--- src/rtl/mdu_pkg.sv ---
// mdu_pkg
// Shared definitions for the iterative multiply/divide unit:
//   - op encodings as presented on the op input
//   - FSM state encodings (constants plus a matching enum for debug views)
//   - iteration count helpers
package mdu_pkg;

   localparam logic [1:0] OP_MULT  = 2'b00;
   localparam logic [1:0] OP_MULTU = 2'b01;
   localparam logic [1:0] OP_DIV   = 2'b10;
   localparam logic [1:0] OP_DIVU  = 2'b11;

   localparam logic [1:0] ST_IDLE = 2'd0;
   localparam logic [1:0] ST_CALC = 2'd1;
   localparam logic [1:0] ST_FIX  = 2'd2;
   localparam logic [1:0] ST_DONE = 2'd3;

   typedef enum logic [1:0] {
      IDLE = ST_IDLE,
      CALC = ST_CALC,
      FIX  = ST_FIX,
      DONE = ST_DONE
   } mdu_state_e;

   localparam int unsigned DEFAULT_WIDTH = 32;

   // Index of the last CALC iteration for a given operand width.
   function automatic int unsigned iter_last(input int unsigned width);
      return width - 1;
   endfunction

   localparam int unsigned ITER_LAST = iter_last(DEFAULT_WIDTH);

   // op[1] selects divide, op[0] selects unsigned.
   function automatic logic op_is_div(input logic [1:0] op);
      return op[1];
   endfunction

   function automatic logic op_is_signed(input logic [1:0] op);
      return ~op[0];
   endfunction

endpackage

--- src/rtl/mdu_div_step.sv ---
// mdu_div_step
// One combinational restoring-division step on unsigned magnitudes.
// Ports:
//   rem          in  WIDTH : partial remainder from the previous step
//   dividend_bit in  1     : next dividend bit, MSB first
//   divisor      in  WIDTH : divisor magnitude
//   rem_next     out WIDTH : partial remainder after this step
//   q_bit        out 1     : quotient bit produced by this step
module mdu_div_step #(
   parameter int unsigned WIDTH = 32
) (
   input  logic [WIDTH-1:0] rem,
   input  logic             dividend_bit,
   input  logic [WIDTH-1:0] divisor,
   output logic [WIDTH-1:0] rem_next,
   output logic             q_bit
);

   logic [WIDTH:0]   partial;
   logic [WIDTH+1:0] diff;

   // Two guard bits: with a zero divisor the remainder is no longer bounded
   // by the divisor, so partial can use all WIDTH+1 bits. The extra bit keeps
   // the borrow test honest, which makes a zero divisor yield all-ones
   // quotient bits and shift the dividend straight into the remainder.
   assign partial  = {rem, dividend_bit};
   assign diff     = {1'b0, partial} - {2'b00, divisor};
   assign q_bit    = ~diff[WIDTH+1];
   assign rem_next = q_bit ? diff[WIDTH-1:0] : partial[WIDTH-1:0];

endmodule

--- src/rtl/mul_div_unit.sv ---
// mul_div_unit
// Radix-2 iterative MULT/MULTU/DIV/DIVU engine feeding the HI/LO pair.
// Fixed latency: WIDTH CALC cycles, one FIX cycle, one DONE cycle.
// Ports:
//   clk        in  1     : clock, rising edge
//   rst        in  1     : synchronous reset, active-high, highest priority
//   ena        in  1     : block enable; 0 freezes state and masks strobes
//   start      in  1     : launch request
//   op         in  2     : 00 MULT, 01 MULTU, 10 DIV, 11 DIVU
//   a, b       in  WIDTH : rs / rt operands, captured on accepted start
//   busy       out 1     : operation in flight
//   done       out 1     : result cycle (registered, held while ena=0)
//   hi_out     out WIDTH : HI write data (registered)
//   lo_out     out WIDTH : LO write data (registered)
//   hi_w, lo_w out 1     : write strobes, done & ena
//   fsm_state  out 2     : current FSM state for observation
//
// Handshake: a start is accepted only in a cycle where ena=1 and busy=0;
// any other start is dropped, never queued. busy is high from the cycle after
// acceptance through the done cycle, and the strobes fire in exactly one
// enabled cycle while done is high.
module mul_div_unit
   import mdu_pkg::*;
#(
   parameter int unsigned WIDTH = 32
) (
   input  logic             clk,
   input  logic             rst,
   input  logic             ena,
   input  logic             start,
   input  logic [1:0]       op,
   input  logic [WIDTH-1:0] a,
   input  logic [WIDTH-1:0] b,
   output logic             busy,
   output logic             done,
   output logic [WIDTH-1:0] hi_out,
   output logic [WIDTH-1:0] lo_out,
   output logic             hi_w,
   output logic             lo_w,
   output logic [1:0]       fsm_state
);

   localparam int unsigned        CNT_W    = $clog2(WIDTH);
   localparam logic [CNT_W-1:0]   CNT_LAST = CNT_W'(iter_last(WIDTH));

   logic [1:0]         state;
   logic [CNT_W-1:0]   cnt;
   logic               is_div;
   logic               sign_a;
   logic               sign_b;
   logic [WIDTH-1:0]   a_abs;
   logic [WIDTH-1:0]   b_abs;
   logic [WIDTH-1:0]   sh;     // multiplier (shifts right) or dividend (shifts left)
   logic [2*WIDTH-1:0] acc;    // product, or {remainder, quotient} for divide

   // Operand magnitudes at launch; 0x80..0 maps to itself and is read unsigned.
   logic               start_signed;
   logic [WIDTH-1:0]   a_mag;
   logic [WIDTH-1:0]   b_mag;

   assign start_signed = op_is_signed(op);
   assign a_mag = (start_signed && a[WIDTH-1]) ? (~a + 1'b1) : a;
   assign b_mag = (start_signed && b[WIDTH-1]) ? (~b + 1'b1) : b;

   // Shift-add multiply step: add the multiplicand into the upper half when
   // the current multiplier bit is set, then shift the whole accumulator right.
   logic [WIDTH:0]     mul_sum;
   logic [2*WIDTH-1:0] mul_next;

   assign mul_sum  = {1'b0, acc[2*WIDTH-1:WIDTH]} + {1'b0, (sh[0] ? a_abs : {WIDTH{1'b0}})};
   assign mul_next = {mul_sum, acc[WIDTH-1:1]};

   // Restoring divide step: remainder lives in the upper half, quotient bits
   // shift into the lower half.
   logic [WIDTH-1:0]   div_rem;
   logic               div_q;
   logic [2*WIDTH-1:0] div_next;

   mdu_div_step #(
      .WIDTH(WIDTH)
   ) u_div_step (
      .rem          (acc[2*WIDTH-1:WIDTH]),
      .dividend_bit (sh[WIDTH-1]),
      .divisor      (b_abs),
      .rem_next     (div_rem),
      .q_bit        (div_q)
   );

   assign div_next = {div_rem, acc[WIDTH-2:0], div_q};

   // Sign fix applied in FIX. Unsigned ops never set the sign flags, so the
   // same expressions serve all four ops.
   logic               neg_result;
   logic [2*WIDTH-1:0] prod_fix;
   logic [WIDTH-1:0]   quo_raw;
   logic [WIDTH-1:0]   rem_raw;
   logic [WIDTH-1:0]   quo_fix;
   logic [WIDTH-1:0]   rem_fix;
   logic               div_zero;

   assign neg_result = sign_a ^ sign_b;
   assign prod_fix   = neg_result ? (~acc + 1'b1) : acc;
   assign quo_raw    = acc[WIDTH-1:0];
   assign rem_raw    = acc[2*WIDTH-1:WIDTH];
   assign div_zero   = (b_abs == {WIDTH{1'b0}});
   // A zero divisor leaves |a| in the remainder, so restoring the dividend's
   // sign reproduces the raw a operand for HI.
   assign quo_fix    = div_zero   ? {WIDTH{1'b1}} :
                       neg_result ? (~quo_raw + 1'b1) : quo_raw;
   assign rem_fix    = sign_a ? (~rem_raw + 1'b1) : rem_raw;

   always_ff @(posedge clk) begin
      if (rst) begin
         state  <= ST_IDLE;
         cnt    <= '0;
         is_div <= 1'b0;
         sign_a <= 1'b0;
         sign_b <= 1'b0;
         a_abs  <= '0;
         b_abs  <= '0;
         sh     <= '0;
         acc    <= '0;
         hi_out <= '0;
         lo_out <= '0;
      end else if (ena) begin
         case (state)
            ST_IDLE: begin
               if (start) begin
                  is_div <= op_is_div(op);
                  sign_a <= start_signed & a[WIDTH-1];
                  sign_b <= start_signed & b[WIDTH-1];
                  a_abs  <= a_mag;
                  b_abs  <= b_mag;
                  sh     <= op_is_div(op) ? a_mag : b_mag;
                  acc    <= '0;
                  cnt    <= '0;
                  state  <= ST_CALC;
               end
            end
            ST_CALC: begin
               if (is_div) begin
                  acc <= div_next;
                  sh  <= {sh[WIDTH-2:0], 1'b0};
               end else begin
                  acc <= mul_next;
                  sh  <= {1'b0, sh[WIDTH-1:1]};
               end
               if (cnt == CNT_LAST) begin
                  cnt   <= '0;
                  state <= ST_FIX;
               end else begin
                  cnt <= cnt + 1'b1;
               end
            end
            ST_FIX: begin
               if (is_div) begin
                  hi_out <= rem_fix;
                  lo_out <= quo_fix;
               end else begin
                  hi_out <= prod_fix[2*WIDTH-1:WIDTH];
                  lo_out <= prod_fix[WIDTH-1:0];
               end
               state <= ST_DONE;
            end
            ST_DONE: begin
               state <= ST_IDLE;
            end
            default: begin
               state <= ST_IDLE;
            end
         endcase
      end
   end

   assign busy      = (state != ST_IDLE);
   assign done      = (state == ST_DONE);
   assign hi_w      = done & ena;
   assign lo_w      = done & ena;
   assign fsm_state = state;

endmodule

--- config.mk ---
export PLATFORM = sky130hd
export DESIGN_NAME = mul_div_unit
export DESIGN_NICKNAME = d
export VERILOG_FILES = /design/src/rtl/mdu_pkg.sv /design/src/rtl/mdu_div_step.sv /design/src/rtl/mul_div_unit.sv
export SDC_FILE = /design/constraint.sdc
export NUM_CORES = 1
export LEC_CHECK = 0
export ABC_AREA = 1
export BUFFER_PORTS_ARGS = -buffer_cell sky130_fd_sc_hd__buf_2
export CAP_MARGIN = 20
export CORE_ASPECT_RATIO = 1.4
export CORE_MARGIN = 2
export CORE_UTILIZATION = 35
export DETAILED_ROUTE_END_ITERATION = 6
export SKIP_CTS_REPAIR_TIMING = 1
export SYNTH_ARGS = -nofsm -noshare
export SYNTH_HDL_FRONTEND = slang
export SYNTH_SLANG_ARGS = --single-unit
--- constraint.sdc ---
create_clock -name clk -period 5.9 [get_ports clk]
set_clock_uncertainty 0.1 [all_clocks]
set_input_delay 0.295 -clock clk [delete_from_list [all_inputs] [get_ports clk]]
set_output_delay 0.295 -clock clk [all_outputs]
set_load 0.02 [all_outputs]
# Word level (Yosys, flattened, before mapping)
# Cells that the tools add are included.
[word_totals] out_inout_bits=70 ff_bits=234
[classes] n_bitwise=11 reduce_logical=10 eq_ne=6 add_sub_neg=8 mux=23
[ops] op="32-bit two-way mux" count=12
[ops] op="64-bit two-way mux" count=3
[ops] op="32-bit by 1-bit adder with 32-bit output (second input constant)" count=4
[ops] op="32-bit NOT" count=4
[ops] op="64-bit case mux with 2 select lines" count=1
[ops] op="64-bit by 1-bit adder with 64-bit output (second input constant)" count=1
[ops] op="64-bit NOT" count=1
[ops] op="32-bit case mux with 2 select lines" count=1
[ops] op="33-bit by 32-bit subtractor with 34-bit output" count=1
[ops] op="32-bit by 32-bit adder with 33-bit output" count=1
[ops] op="32-bit logical NOT" count=1
[ops] op="5-bit two-way mux" count=2
[ops] op="5-bit case mux with 2 select lines" count=1
[ops] op="3-bit AND reduction" count=3
[ops] op="2-bit case mux with 4 select lines" count=1
[ops] op="5-bit by 1-bit adder with 5-bit output (second input constant)" count=1
[ops] op="5-bit == test (second input constant)" count=1
[ops] op="2-bit == test (second input constant)" count=2
[ops] op="2-bit two-way mux" count=2
[ops] op="2-bit != test (second input constant)" count=2
[ops] op="2-bit nonzero test" count=2
[ops] op="1-bit bitwise AND" count=3
[ops] op="2-bit by 1-bit == test with 1-bit output (second input constant)" count=1
[ops] op="1-bit logical AND" count=2
[ops] op="4 further kinds" count=5

# Longest topological paths before layout
# Gate-level depths: netlist of run 1.
[depth] ltp_word=6 mapped_depth=20 ltp_nobuf=18

# Hierarchy
# Synthesis of run 1 repeated with hierarchy kept, for this count alone.
[hier_totals] hier_cells=3619 area_unflattened_um2=20459.6
[modules_own_cells] module="mul_div_unit" area_per_inst_um2=17334.1 cells_per_inst=2980 n_inst=1 seq_area_each_um2=4684.5
[modules_own_cells] module="mdu_div_step" area_per_inst_um2=3125.5 cells_per_inst=639 n_inst=1 seq_area_each_um2=0.0

# Least setup slack after synthesis of run 1
# No wires, ideal clock.
[synth_path] path_kind="reg2reg" start="register sh[0]" end="register acc[59]" slack_ns=3.237 arrival_time_ns=2.427 stages_incl_launch_ff=20 required_ns=5.665 synth_period_minus_slack_ns=2.663 cell_sequence="dfxtp_1 > clkbuf_1 > clkbuf_1 > nand2_1 > inv_1 > ha_1 > inv_1 > fa_1 > inv_1 > nand3_1 > nand3_1 > nand2_1 > nand3_1 > nand3_1 > nand3_1 > nand2_1 > nor2_1 > nor2_1 > nand2_1 > a21oi_1"
[synth_between] elab_chain_cells=4
[synth_rtl] element="start: declaration" line_no="mul_div_unit.sv:53" text="logic [WIDTH-1:0] sh;"
[synth_rtl] element="start signal: assignment" line_no="mul_div_unit.sv:134" text="sh <= op_is_div(op) ? a_mag : b_mag;"
[synth_rtl] element="start signal: assignment" line_no="mul_div_unit.sv:143" text="sh <= {sh[WIDTH-2:0], 1'b0};"
[synth_rtl] element="start signal: assignment" line_no="mul_div_unit.sv:146" text="sh <= {1'b0, sh[WIDTH-1:1]};"
[synth_rtl] element="32-bit two-way mux" line_no="mul_div_unit.sv:70" text="assign mul_sum = {1'b0, acc[2*WIDTH-1:WIDTH]} + {1'b0, (sh[0] ? a_abs : {WIDTH{1'b0}})};"
[synth_rtl] element="32-bit by 32-bit adder with 33-bit output" line_no="mul_div_unit.sv:70"
[synth_rtl] element="64-bit two-way mux" line_no="mul_div_unit.sv:141" text="if (is_div) begin"
[synth_rtl] element="64-bit case mux with 2 select lines" line_no="mul_div_unit.sv:126" text="case (state)"
[synth_rtl] element="end signal: assignment" line_no="mul_div_unit.sv:142" text="acc <= div_next;"
[synth_rtl] element="end signal: assignment" line_no="mul_div_unit.sv:145" text="acc <= mul_next;"
[synth_rtl] element="end: declaration" line_no="mul_div_unit.sv:54" text="logic [2*WIDTH-1:0] acc;"
# No other way between the ends.
# A chain may end at the register's enable or synchronous reset.

# Final worst setup path of run 1
[layout_path] start="register state[1], in the netlist fsm_state[1]" end="register sh[1]"
[layout_between] elab_chain_cells=3 elab_cells_between_ends=6 cone_classes="eq/ne: 2; mux: 1; reduce/logical: 3"
[layout_rtl] element="start: declaration" line_no="mul_div_unit.sv:46" text="logic [1:0] state;"
[layout_rtl] element="start signal: assignment" line_no="mul_div_unit.sv:114" text="state <= ST_IDLE;"
[layout_rtl] element="start signal: assignment" line_no="mul_div_unit.sv:137" text="state <= ST_CALC;"
[layout_rtl] element="start signal: assignment" line_no="mul_div_unit.sv:150" text="state <= ST_FIX;"
[layout_rtl] element="2-bit by 1-bit == test with 1-bit output or 2-bit logical NOT (tied branches)" line_no="mul_div_unit.sv:126"
[layout_rtl] element="2-bit nonzero test (no line) or 2-bit != test (tied branches)"
[layout_rtl] element="3-bit AND reduction (no line)"
# Parallel ways exist; a longest one is shown, timed or not.

==> flow_results.org, run 1 <==
** Die
- Once the floorplan was initialized, standard cells occupied 35.4% of the core.
- Floorplan core area :: 0.0564 mm²
- Die area :: 0.0591 mm²
- Chip width :: 206 µm
- 140 I/O pins were placed.
- In this run the vertical extent of the chip is 287 µm.
- After floorplanning, the core was divided into 103 placement rows.

** Timing
- Measured against its own limit, the worst slew margin works out to 27.5%.
- After layout, the worst path uses 68.2% of the clock period.
- Slew at the pin closest to its max-slew limit :: 1090 ps
- The tightest hold path in the finished design has a slack of -8.25 ps.
- Subtracting the final worst setup slack from the clock period gives 4030 ps.
- Final hold viol count :: 1
- Setup violations remaining at the end of the flow were counted as 0.
- Setup total negative slack on the finished layout was measured at 0 ps.
- Achievable clock frequency :: 0.248 GHz
- Setup repair after global routing left no endpoint under its margin.
- The total count of max-transition violations in the final report is 0.

** Setup path
- Worst Setup End Kind :: register
- Highest fanout seen on the critical path :: 59
- Type of the worst setup path :: register to register
- Worst path required time :: 6290 ps
- STA classifies the critical path startpoint as a register.
- Data arrives at the worst endpoint at 4420 ps.

** Power and ir drop
- Dividing total power by cell area gives a power density of 245 mW/mm².
- Across the VDD grid, the largest voltage drop is 220 µV.
- Static leakage :: 11.4 nW

** Clock network
- For this design, the sink count on the clock tree is 234.
- TritonCTS clock tree :: yes
- Clk pin slew, worst setup/hold paths :: 70 ps
- At the later pin of the worst-skew pair, clock insertion delay measures 600 ps.
- CTS built an H-tree with a depth of 1.
- Inserted Clock Buffers :: 27
- Maximum buffer depth of the clock tree :: 3
- Root buffer selected by CTS :: clkbuf_16

** Synth
- Synthesis Warnings :: 0
- After synthesis, the largest area contributor takes up 23.4% of total cell area.
- Total of flip-flops plus latches after synthesis :: 234
- Synthesis produced 3435 cells.
- EDFF count, synth :: 0
- Sorting the synthesized cells by area gives the leading types as dfxtp_1 (23%), nand2_1 (16%), inv_1 (9.8%).
- By count the netlist is led by nand2_1 (846), inv_1 (521), nor2_1 (396).
- The netlist uses 56 different library cells.
- Predominant post-synthesis flop cell :: dfxtp_1
- Most common cell in the synthesized netlist :: nand2_1
- Post-Syn Nets :: 3581
- Post-synthesis async set-or-reset flop share :: 0%
- Area of the mapped netlist :: 0.0200 mm²
- Avg Inst Size Synth :: 5.82 µm²
- Sequential elements use 23.4% of the synthesized area.
- Of all cell types, the one taking the most synthesized area is dfxtp_1.

** Detailed routing
- After detailed routing, the total wire length is 79800 µm.
- Once detail routing completed, the nets flagged for antenna violations numbered 0.
- For this run, design rule violations remaining after detail routing come to 0.
- The final route contains 22300 vias.
- Routed length per instance :: 18.8 µm
- For this run, the detailed router's first-pass iteration total came to 6.
- First-iteration detailed-routing DRC count :: 1749
- In the routed layout, each cell is associated on average with a via count of 5.25.

** Placed design
- Detailed placement ended at an HPWL of 62200 µm.
- At the end of routability-driven placement, the weighted congestion stood at 0.970.
- Buffers placed on the I/O ports in this run total 139.

** Final layout
- Final nets :: 3636
- Sequential cell area :: 0.00469 mm²
- Area Growth Syn to Fin :: 10.4%
- Fraction of layout cells with a size suffix above 1 :: 8.33%
- Filler Cells Inserted :: 6389
- Area of the multi-input gates :: 0.0127 mm²
- Number of antenna cells inserted :: 0

** Flow run
- Max-cap check violation count :: 0

** Global route
- Global routing usage summed across all routing layers :: 26.3%
- After global routing, the most crowded layer is met2.
- The via count of the first global-routing pass came to 20400.
- Routing usage on met2 :: 46.2%
- Entering global routing, the biggest net connects 92 pins.
- The total overflow left after global routing is 0.
- Antenna violations before repair :: 0
- Met1 Resource Use GR :: 30.3%
- In the global route stage, met3 resource usage came out at 2.32%.
- The first global-routing pass estimated 119000 µm of wire.

** Status
- The checks that failed: negative hold slack.
- Result of the run :: finished, violations left

** Hold path
- The path class of the tightest hold or removal check is primary input to register.
-- area by class of cell --
class / instances / share of cell area, %
tap: 735 / 4.17
clock inverter: 5 / 0.295
clock buffer: 40 / 3.46
inverter: 536 / 9.12
sequential: 234 / 21.2
multi-input combinational: 2524 / 57.6
timing repair buffer: 167 / 4.13
-- metal layers --
metal,wire [µm],up-vias
met5,0,-
met4,5720,0
met3,4180,213
met2,38900,808
met1,31100,10100
li1,-,11200
-- layout by cell type (no fill, tap or decap), drive strengths merged --
| cell type | netlist | final |
|---|---|---|
| nand3 | 290 | 290 |
| o221a | 1 | 1 |
| dlygate4sd3 | 0 | 1 |
| o21ai | 291 | 291 |
| and2 | 4 | 4 |
| o21bai | 32 | 32 |
| o211ai | 50 | 50 |
| clkinv | 1 | 4 |
| xnor2 | 24 | 24 |
| a21o | 4 | 4 |
| a211oi | 11 | 11 |
| nor4 | 3 | 3 |
| nand2 | 861 | 861 |
| dfxtp | 234 | 234 |
| nor3 | 36 | 36 |
| a221oi | 2 | 2 |
| nand3b | 20 | 20 |
| a31oi | 22 | 22 |
| clkbuf | 92 | 40 |
| a22oi | 1 | 1 |
| buf | 49 | 166 |
| a21oi | 239 | 239 |
| fa | 2 | 2 |
| o31ai | 6 | 6 |
| o221ai | 4 | 4 |
| inv | 535 | 536 |
| and3 | 2 | 2 |
| bufinv | 0 | 1 |
| nor2 | 410 | 410 |
| a21boi | 1 | 1 |
| xor2 | 67 | 67 |
| or2 | 12 | 12 |
| ha | 74 | 74 |
| nand4 | 53 | 53 |
| o21a | 2 | 2 |
-- registers in the layout, summed over array words and instances, names as in the netlist --
| register | count |
|---|---|
| a_abs | 32 |
| acc | 64 |
| b_abs | 32 |
| cnt | 5 |
| fsm_state | 2 |
| hi_out | 32 |
| is_div | 1 |
| lo_out | 32 |
| sh | 32 |
| sign_a | 1 |
| sign_b | 1 |
-- power breakdown --
group | internal, mW | leakage, nW | total [mW] | switching (mW)
Sequential | 1.72 | 1.91 | 1.85 | 0.124
Clock | 0.933 | 0.408 | 1.64 | 0.708
Combinational | 0.562 | 9.11 | 1.91 | 1.35
-- critical path, cell delays in order, from the launching register on --
cell and delay, ps:
dfxtp_1 370, inv_1 90, ha_2 500, nand2_1 350, inv_1 430, nor2_4 940, buf_4 680, a21oi_1 90
a221oi_1 320
-- metrics by stage --
stage	worst slack (ps)	utilization [%]	instance area (µm²)	power (mW)	std cells
after floorplan	3240	-	20000	3.18	3435
after global placement	2020	37.6	21200	3.75	4195
after detailed placement	1870	37.6	21200	3.75	4195
after CTS	1870	39.1	22100	5.39	4240
after global routing	1510	39.1	22100	5.69	4241
final	1870	39.1	22100	5.40	4241
-- worst paths after layout --
check	start	cells past startpoint	slack, ps	to
setup / recovery	fsm_state[1]	8	1870	sh[1]
hold / removal	b[0]	3	-8	b_abs[0]
setup reg to reg	fsm_state[1]	8	1870	sh[1]
hold reg to reg	cnt[4]	2	380	cnt[4]
-- kinds of logic (layout without fill, tap and decap cells) --
family	Yosys count	after routing	synth area share, %
xor gates and xnor gates	91	91	3.99
DFF	234	234	23.4
AOI/OAI and AO/OA	666	666	18.5
adders and majority gates	76	76	4.83
and+or+nand+nor	1691	1691	36.2
buffers and inverters	677	748	13.0
Power figures use the tool's default switching activity.
==> run 2, diff against run 1 <==
--- a/config.mk
+++ b/config.mk
@@ -5,7 +5,7 @@
 export SDC_FILE = /design/constraint.sdc
 export NUM_CORES = 1
 export LEC_CHECK = 0
-export ABC_AREA = 1
+export ABC_AREA = 0
 export BUFFER_PORTS_ARGS = -buffer_cell sky130_fd_sc_hd__buf_2
 export CAP_MARGIN = 20
 export CORE_ASPECT_RATIO = 1.4
==> constraint.sdc (replaced) <==
create_clock -name clk -period 3.88 [get_ports clk]
set_clock_uncertainty 0.1 [all_clocks]
set_input_delay 0.194 -clock clk [delete_from_list [all_inputs] [get_ports clk]]
set_output_delay 0.194 -clock clk [all_outputs]
set_load 0.02 [all_outputs]
==> flow_results.org, run 2 <==
** Global route
- The global routing usage summed across all routing layers came to 22.2% (-4.0 points).
- Largest net degree at the start of global routing :: 80 (-13%)
- Overflow after GRT :: 0 (unchanged)
- Number of global-route vias before repair :: 15700 (-23%)
- Routing usage on met2 :: 39.0% (-7.2 points)
- The global routing met1 resource utilization came to 27.3% (-3.1 points).
- Gr busiest metal :: met2
- The global-route wire length before repair came to 87200 µm (-27%).
- Antenna violations before repair :: 0 (unchanged)
- The met3 capacity usage during global routing came to 2.51% (+0.19 points).

** Synth
- The count of flip-flops with a built-in enable after synthesis was 0 (unchanged).
- Leading cell types by total area after synthesis :: dfxtp_1 (29%), a211oi_1 (6.1%), nor2_1 (6.0%)
- Instance count of the mapped netlist :: 2144 (-38%)
- The sequential area share after synthesis was 28.5% (+5.1 points).
- Area of the mapped netlist :: 0.0164 mm² (-18%)
- Total of flip-flops plus latches after synthesis :: 234 (unchanged)
- The post-synthesis net count came to 2290 (-36%).
- The distinct cell type count of the synthesized netlist is 83 (+48%).
- The average cell area after synthesis was 7.66 µm² (+32%).
- Synthesis Warnings :: 0 (unchanged)
- Of all cell types, the one taking the most synthesized area is dfxtp_1.
- Post-synth top area share :: 28.5% (+5.1 points)
- By count the netlist is led by nor2_1 (261), dfxtp_1 (234), a21oi_1 (193).
- The most common cell in the synthesized netlist is nor2_1.
- Predominant post-synthesis flop cell :: dfxtp_1
- Post-synthesis async set-or-reset flop share :: 0% (unchanged)

** Timing
- Min Clock Period, post-route :: 3620 ps (-408 ps)
- Final hold viol count :: 5 (+4)
- The setup total negative slack was 0 ps (unchanged).
- The worst hold slack came to -22.4 ps (-14.2 ps).
- Final Slew Violations :: 0 (unchanged)
- Setup slack after layout :: 262 ps (-1610 ps)
- The portion of the clock cycle consumed by the worst path in the final layout was 93.2% (+25 points).
- Achievable clock frequency :: 0.276 GHz (+11%)
- The transition at the pin with the smallest max-transition slack was 1080 ps (-6.11 ps).
- The final count of negative-setup-slack endpoints was 0 (unchanged).
- Setup repair after global routing left no endpoint under its margin.
- Max transition margin :: 27.9% (+0.41 points)

** Die
- Row count :: 93 (-9.7%)
- The placeable core area came to 0.0462 mm² (-18%).
- The initial core utilization was 35.5% (+0.13 points).
- The number of ports placed on the die boundary is 140 (unchanged).
- Chip Height :: 260 µm (-9.2%)
- The horizontal extent of the die came to 187 µm (-9.2%).
- Die area :: 0.0487 mm² (-18%)

** Clock network
- Inserted Clock Buffers :: 25 (-7.4%)
- Clock latency on the worst-skew pair :: 550 ps (-50 ps)
- Maximum buffer depth of the clock tree :: 3 (unchanged)
- Clk pin slew, worst setup/hold paths :: 70 ps (about the same)
- TritonCTS clock tree :: yes
- The number of H-tree branching levels is 1 (unchanged).
- The root buffer cell chosen for the clock tree is clkbuf_16.
- The number of sinks driven by the clock tree came to 234 (unchanged).

** Hold path
- Min-delay worst type :: primary input to register
- The startpoint identified for the worst hold timing path is a[31].

** Power and ir drop
- The maximum resistive drop on vdd came to 336 µV (+52%).
- Cell Pwr Density :: 347 mW/mm² (+42%)
- The standby leakage power is 7.48 nW (-35%).
- The sequential cell fraction of total power is 39.6% (+5.4 points).
- The switching part of the total came to 30.3% (-10 points).
- The combinational share of power was 20.3% (-15 points).
- The power share of the clock group was 40.1% (+9.7 points).
- Total internal power :: 4.59 mW (+43%)
- Switching component of the power :: 1.99 mW (-8.7%)

** Setup path
- The arrival time of data at the critical path endpoint came to 3930 ps (-490 ps).
- Critical Path Start Type :: register
- The maximum fanout along the worst path is 8 (-86%).
- The most numerous cell type found on the critical path is o21ai_0.
- Traced cell by cell, the critical path runs through ha_1, a211oi_1, o21ai_0, and2_1, a21oi_1, o21ai_0, a21boi_0, nor2_1, o21ai_0, or3b_2.
- Among all stages on the critical path, the largest delay is contributed by dfxtp_1.
- The endpoint required time on the critical path was 4200 ps (-2090 ps).
- The combined buffer and inverter count along the critical path came to 0 (-3).
- STA classifies the critical path endpoint as a register.
- Tracing the worst setup path back leads to its startpoint at acc[33].
- The longest individual stage delay on the worst path came to 610 ps (-330 ps).
- Type of the worst setup path :: register to register
- Cell family with most CP delay :: compound AO/OA/AOI/OAI gates
- In this run the critical register-to-register path is launched from acc[33].

** Flow run
- The number of max-cap violations came to 0 (unchanged).

** Detailed routing
- Routed length per instance :: 19.1 µm (+1.4%)
- Routed Antenna Nets :: 0 (unchanged)
- The number of vias after detailed routing was 16100 (-28%).
- The mean number of vias per cell came to 5.56 (+5.8%).
- The final wirelength is 55300 µm (-31%).
- The number of design rule violations left after detail routing was 0 (unchanged).
- The initial detailed-routing violation count is 1096 (-37%).
- Number of iterations in the first detailed-routing pass :: 5 (-1)

** Final layout
- The core utilization of the finished layout came to 41.1% (+1.9 points).
- Largest register FFs :: 64 (unchanged)
- The filler cell count in the final layout is 4774 (-25%).
- Ranked by flip-flop count, first place goes to acc.
- Final nets :: 2405 (-34%)
- Leaving out fill and tap cells, the most frequent cells in the layout are nor2_1 (258), dfxtp_1 (233), a21oi_1 (192).
- The count of inserted antenna diode cells came to 0 (unchanged).
- Commonest non-fill, non-tap cell in the layout :: nor2_1
- Compared with the post-synthesis result, the final layout area differs by 15.5%.
- Fraction of layout cells with a size suffix above 1 :: 14.3% (+5.9 points)

** Placed design
- The setup slack after placement came to 357 ps (-1520 ps).
- The quantity of I/O buffers inserted on ports is 139 (unchanged).
- The post-detailed-placement half-perimeter wirelength is 42400 µm (-32%).
- Global placement routability congestion :: 0.965 (-0.57%)

** Status
- The run finished, with violations left.
- Failing checks :: negative hold slack
-- run 2: worst paths after layout --
| kind | slack [ps] | cells after the start | end |
|---|---|---|---|
| max reg2reg | 260 | 10 | acc[48] |
| max | 260 | 10 | acc[48] |
| min reg2reg | 350 | 2 | hi_out[6] |
| min | -20 | 4 | a_abs[31] |
-- run 2: routing by layer --
metal | share of wire, % | vias up
met1 | 43 | 7598
li1 | - | 7956
met3 | 4.1 | 114
met5 | 0 | -
met2 | 48 | 418
met4 | 4.7 | 0
-- run 2: logic make-up (layout without fill, tap and decap cells) --
| kind of cell | after synthesis | after routing | synth area share, % |
|---|---|---|---|
| AND/OR/NAND/NOR | 753 | 753 | 21.7 |
| XOR/XNOR | 161 | 161 | 8.59 |
| flip-flops | 234 | 234 | 28.5 |
| adder cells (fa/ha/maj) | 76 | 76 | 5.88 |
| buffers and inverters | 208 | 342 | 4.95 |
| AO/OA/AOI/OAI | 619 | 619 | 24.4 |
| multiplexers | 93 | 93 | 5.98 |
-- run 2: stage by stage --
step,std cells,instance area (µm²),total power [mW]
6_report,2895,19000,6.58
5_1_grt,2895,19000,6.88
4_1_cts,2880,18800,6.61
3_5_place_dp,2834,17900,3.98
3_3_place_gp,2834,17900,3.96
2_1_floorplan,2144,16400,3.54
-- run 2: power by group through the flow --
stage / sequential, mW / combinational (mW) / clock (mW)
after floorplan: 2.65 / 0.890 / 0
after global placement: 2.66 / 1.30 / 0
after detailed placement: 2.66 / 1.32 / 0
after CTS: 2.61 / 1.32 / 2.69
after global routing: 2.62 / 1.47 / 2.79
final: 2.61 / 1.34 / 2.63
-- run 2: cell type report --
type / instances / area (µm²) / area share [%]
Clock buffer: 33 / 686 / 3.62
Clock inverter: 13 / 205 / 1.08
Inverter: 75 / 282 / 1.48
Multi-Input combinational cell: 1702 / 11000 / 57.8
Sequential cell: 234 / 4690 / 24.7
Tap cell: 617 / 772 / 4.07
Timing Repair Buffer: 221 / 1370 / 7.21
-- run 2: worst reg2reg max path: cells and delay by family (launching register included) --
| family | cells | cell delay [ps] |
|---|---|---|
| compound gates | 6 | 1670 |
| fa+ha+maj | 1 | 330 |
| flops | 1 | 610 |
| simple gates | 3 | 780 |
